<file path="src/rtl/alu_result_display.sv">
// Converts the 4-bit {carry, sum} adder result to two BCD digits with a
// four-step double-dabble sequencer and drives two active-low 7-segment displays.
module alu_result_display #(
    parameter int unsigned BLANK_LEADING_ZERO = 1
) (
    input  logic       clk,
    input  logic       rst,
    input  logic       start,
    input  logic [2:0] in_sum,
    input  logic       in_carry,
    output logic       busy,
    output logic       done,
    output logic [3:0] bcd_tens,
    output logic [3:0] bcd_ones,
    output logic [6:0] hex1_n,
    output logic [6:0] hex0_n
);

    typedef enum logic {IDLE, SHIFT} state_t;

    localparam logic [6:0] SEG_BLANK = 7'b1111111;
    localparam logic [6:0] SEG_ZERO  = 7'b1000000;
    localparam logic [6:0] HEX1_RST  = (BLANK_LEADING_ZERO != 0) ? SEG_BLANK : SEG_ZERO;

    state_t      state_q, state_d;
    logic [1:0]  cnt_q, cnt_d;
    logic [3:0]  sh_q, sh_d;
    logic [7:0]  bcd_q, bcd_d;
    logic        done_q, done_d;
    logic [3:0]  tens_q, tens_d;
    logic [3:0]  ones_q, ones_d;
    logic [6:0]  hex1_q, hex1_d;
    logic [6:0]  hex0_q, hex0_d;

    logic [7:0]  bcd_adj;
    logic [11:0] step;

    function automatic logic [6:0] seg7(input logic [3:0] d);
        case (d)
            4'd0:    seg7 = 7'b1000000;
            4'd1:    seg7 = 7'b1111001;
            4'd2:    seg7 = 7'b0100100;
            4'd3:    seg7 = 7'b0110000;
            4'd4:    seg7 = 7'b0011001;
            4'd5:    seg7 = 7'b0010010;
            4'd6:    seg7 = 7'b0000010;
            4'd7:    seg7 = 7'b1111000;
            4'd8:    seg7 = 7'b0000000;
            4'd9:    seg7 = 7'b0010000;
            default: seg7 = SEG_BLANK;
        endcase
    endfunction

    always_comb begin
        state_d = state_q;
        cnt_d   = cnt_q;
        sh_d    = sh_q;
        bcd_d   = bcd_q;
        done_d  = 1'b0;
        tens_d  = tens_q;
        ones_d  = ones_q;
        hex1_d  = hex1_q;
        hex0_d  = hex0_q;

        // Add-3 correction precedes the shift so each nibble stays a valid digit.
        bcd_adj = bcd_q;
        if (bcd_q[3:0] >= 4'd5) bcd_adj[3:0] = bcd_q[3:0] + 4'd3;
        if (bcd_q[7:4] >= 4'd5) bcd_adj[7:4] = bcd_q[7:4] + 4'd3;
        step = {bcd_adj[6:0], sh_q, 1'b0};

        case (state_q)
            IDLE: begin
                if (start) begin
                    sh_d    = {in_carry, in_sum};
                    bcd_d   = 8'd0;
                    cnt_d   = 2'd0;
                    state_d = SHIFT;
                end
            end
            SHIFT: begin
                bcd_d = step[11:4];
                sh_d  = step[3:0];
                cnt_d = cnt_q + 2'd1;
                if (cnt_q == 2'd3) begin
                    state_d = IDLE;
                    done_d  = 1'b1;
                    tens_d  = step[11:8];
                    ones_d  = step[7:4];
                    hex0_d  = seg7(step[7:4]);
                    hex1_d  = (step[11:8] == 4'd0 && BLANK_LEADING_ZERO != 0) ? SEG_BLANK
                                                                              : seg7(step[11:8]);
                end
            end
            default: state_d = IDLE;
        endcase
    end

    always_ff @(posedge clk or posedge rst) begin
        if (rst) begin
            state_q <= IDLE;
            cnt_q   <= 2'd0;
            sh_q    <= 4'd0;
            bcd_q   <= 8'd0;
            done_q  <= 1'b0;
            tens_q  <= 4'd0;
            ones_q  <= 4'd0;
            hex1_q  <= HEX1_RST;
            hex0_q  <= SEG_ZERO;
        end else begin
            state_q <= state_d;
            cnt_q   <= cnt_d;
            sh_q    <= sh_d;
            bcd_q   <= bcd_d;
            done_q  <= done_d;
            tens_q  <= tens_d;
            ones_q  <= ones_d;
            hex1_q  <= hex1_d;
            hex0_q  <= hex0_d;
        end
    end

    assign busy     = (state_q == SHIFT);
    assign done     = done_q;
    assign bcd_tens = tens_q;
    assign bcd_ones = ones_q;
    assign hex1_n   = hex1_q;
    assign hex0_n   = hex0_q;

endmodule

</file>
<file path="config.mk">
export PLATFORM = sky130hd
export DESIGN_NAME = alu_result_display
export DESIGN_NICKNAME = d
export VERILOG_FILES = /design/src/rtl/alu_result_display.sv
export SDC_FILE = /design/constraint.sdc
export NUM_CORES = 1
export LEC_CHECK = 0
export ABC_AREA = 1
export BUFFER_PORTS_ARGS = -buffer_cell sky130_fd_sc_hd__buf_2
export CAP_MARGIN = 20
export CORE_MARGIN = 2
export CORE_UTILIZATION = 47
export DETAILED_ROUTE_END_ITERATION = 8
export PLACE_DENSITY = 0.67
export SYNTH_ARGS = -nofsm -noshare
export SYNTH_HDL_FRONTEND = slang
export SYNTH_SLANG_ARGS = --single-unit
</file>
<file path="constraint.sdc">
create_clock -name clk -period 4.88 [get_ports clk]
set_input_delay 1.464 -clock clk [delete_from_list [all_inputs] [get_ports clk]]
set_output_delay 1.464 -clock clk [all_outputs]
set_load 0.02 [all_outputs]
</file>
==> results.toml <==
[placement]
port_buffers = 30
place.gp.congestion = 0.8279
dp_hpwl_mm = 2.974

[drt]
viasPerCell = 4.921
wl_mm = 4.040
first_pass_iters = 4
drtIter0Drc = 90
drc = 0
drtAntennaViolNets = 0
vias = 1629
wl_per_cell_um = 12.21

[timing]
slew_viol_final = 0
min_period_ns = 2.514
fmax_mhz = 397.8
setup_viol = 0
hold_viol_final = 0
fin_hold_ws_ns = 0.4898
worstMarginPinSlew_ns = 0.4717
slew_headroom = 0.6844
finClkSkew_ns = 0.007224
rsz0062_at_grt = "no"
fin_setup_tns_ns = 0
fin_crit_sh = 0.5152

[setup_path]
crit_cells = 1
max_stage_delay_ns = 0.53
path_max_fanout = 8
r2r_cells = 13
start_kind = "flip-flop"
crit_chain = "buf_2"
cp.arrival_ns = 1.05
criticalPathCategory = "flip-flop to output pin"
critPathRequiredTime_ns = 3.42
crit_slowest_cell = "dfrtp_1"
endpoint_kind = "output pin"
worstPathBufferInverterCount = 1
crit_family = "flip-flops"

[clocking]
cts_hold_buf = 0
htreeDepth = 2
cts-root-buf = "clkbuf_8"
cts_tree = "built"
cts_buffer_depth = 2
path_clk_slew_ns = 0.08
cts.sink_count = 38
postCtsSetupBuffers = 0
cts-buffers-inserted = 5
cts_resized = 0
clk_latency_ns = 0.29

[finish]
mostFrequentLayoutCells = "nand2_1, nor2_1, dfrtp_1, buf_2, inv_1"
layout.nets = 294
fillers = 388
area_growth_pct = 15.37
antenna_cells = 0
layout_commonest_cell = "nand2_1"
drive_above_1_share = 0.2724

[global_routing]
antenna_found_initial = 0
grt_pass1_wl_mm = 7.127
grt_pass1_vias = 1550
grt_max_degree = 30
grt_overflow = 0
grt.total_usage = 0.1831

[logic_synthesis]
synth_area_leaders = "dfrtp_1, nand2_1, dfstp_2"
synth.avg_cell_area_um2 = 8.479
ys.warnings.count = 0
synth_top_area_cell = "dfrtp_1"
ys_types = 30
netlist_area_um2 = 2052
synth_cells = 242
synth_top_area_frac = 0.3659
ys_seq_elements = 38
seq_area_frac_synth = 0.4683
syn_nets = 258

[min_path]
min_path_cells = 2
hold_path_class = "flip-flop to flip-flop"

[floorplanning]
row_count = 24
core_area_um2 = 4264
start_util = 0.4812
pin_count = 31
die_h_um = 70.08
die_w_um = 70.08
die_area_um2 = 4911

[run]
maxCapViolations = 0

[status]
outcome = "finished clean"
[stage by stage]
stage,util,std cells,setup slack [ns],area [um2]
after global routing,0.5552,331,2.308,2367
after detailed placement,0.5264,322,2.318,2245
after global placement,0.5264,322,2.355,2245
after floorplan,-,242,2.568,2052
after CTS,0.5487,330,2.352,2340
final,0.5552,331,2.366,2367
[sequential cells by signal, indices dropped and copies added, names as in the netlist]
name / count
hex1_n: 7
cnt_q: 2
bcd_ones: 4
busy: 1
sh_q: 4
done: 1
bcd_tens: 4
bcd_q: 8
hex0_n: 7
[layout make-up]
class,count,area (um2),area share
Multi-Input combinational cell,171,948.4,0.4006
Timing Repair Buffer,32,185.2,0.07822
Clock buffer,6,82.58,0.03488
Sequential cell,38,960.9,0.4059
Inverter,30,112.6,0.04757
Tap cell,52,65.06,0.02748
Clock inverter,2,12.51,0.005285
[kinds of logic after synthesis]
group,synth area share
compound gates,0.08964
simple gates,0.3177
buf+inv,0.06951
fa+ha+maj,0.05488
flops,0.4683
[per-layer routing]
metal	vias to the layer above	part of all wire	GRT usage	wire length, um
met5	-	0	0	0
met4	0	0.0094	0.04701	38
met3	5	0.039	0.04473	156
li1	846	-	-	-
met2	32	0.48	0.3026	1919
met1	746	0.48	0.2423	1925
[cell usage after synthesis, drive strengths merged]
| master | instances |
|---|---|
| nand4 | 4 |
| nand2 | 76 |
| a22o | 2 |
| clkbuf | 1 |
| nor3 | 1 |
| nor2 | 32 |
| clkinv | 1 |
| o21ai | 10 |
| or2 | 2 |
| o22ai | 8 |
| ha | 9 |
| dfrtp | 30 |
| buf | 2 |
| a31oi | 1 |
| a21oi | 6 |
| nand3 | 19 |
| o211ai | 1 |
| dfstp | 8 |
| inv | 29 |
[final timing paths]
kind / start / end / slack [ns]
worst max register to register: bcd_q[4] / hex1_n[3] / 2.97
min in group asynchronous: rst / bcd_tens[3] / 1.14
worst min-delay path: bcd_tens[1] / bcd_tens[1] / 0.49
max in group asynchronous: rst / bcd_q[3] / 3.09
worst max-delay path: busy / busy / 2.37
worst min register to register: bcd_tens[1] / bcd_tens[1] / 0.49
[tightest hold or removal path, delay by kind of cell, from the launching register on]
family | cells | cell delay (ns)
AND/OR/NAND/NOR | 1 | 0.05
AO/OA/AOI/OAI | 1 | 0.06
flip-flops | 1 | 0.34
Power is left out: the tool's default activity adds up to more than one toggle a clock period on the data nets, which glitch-free logic cannot reach.
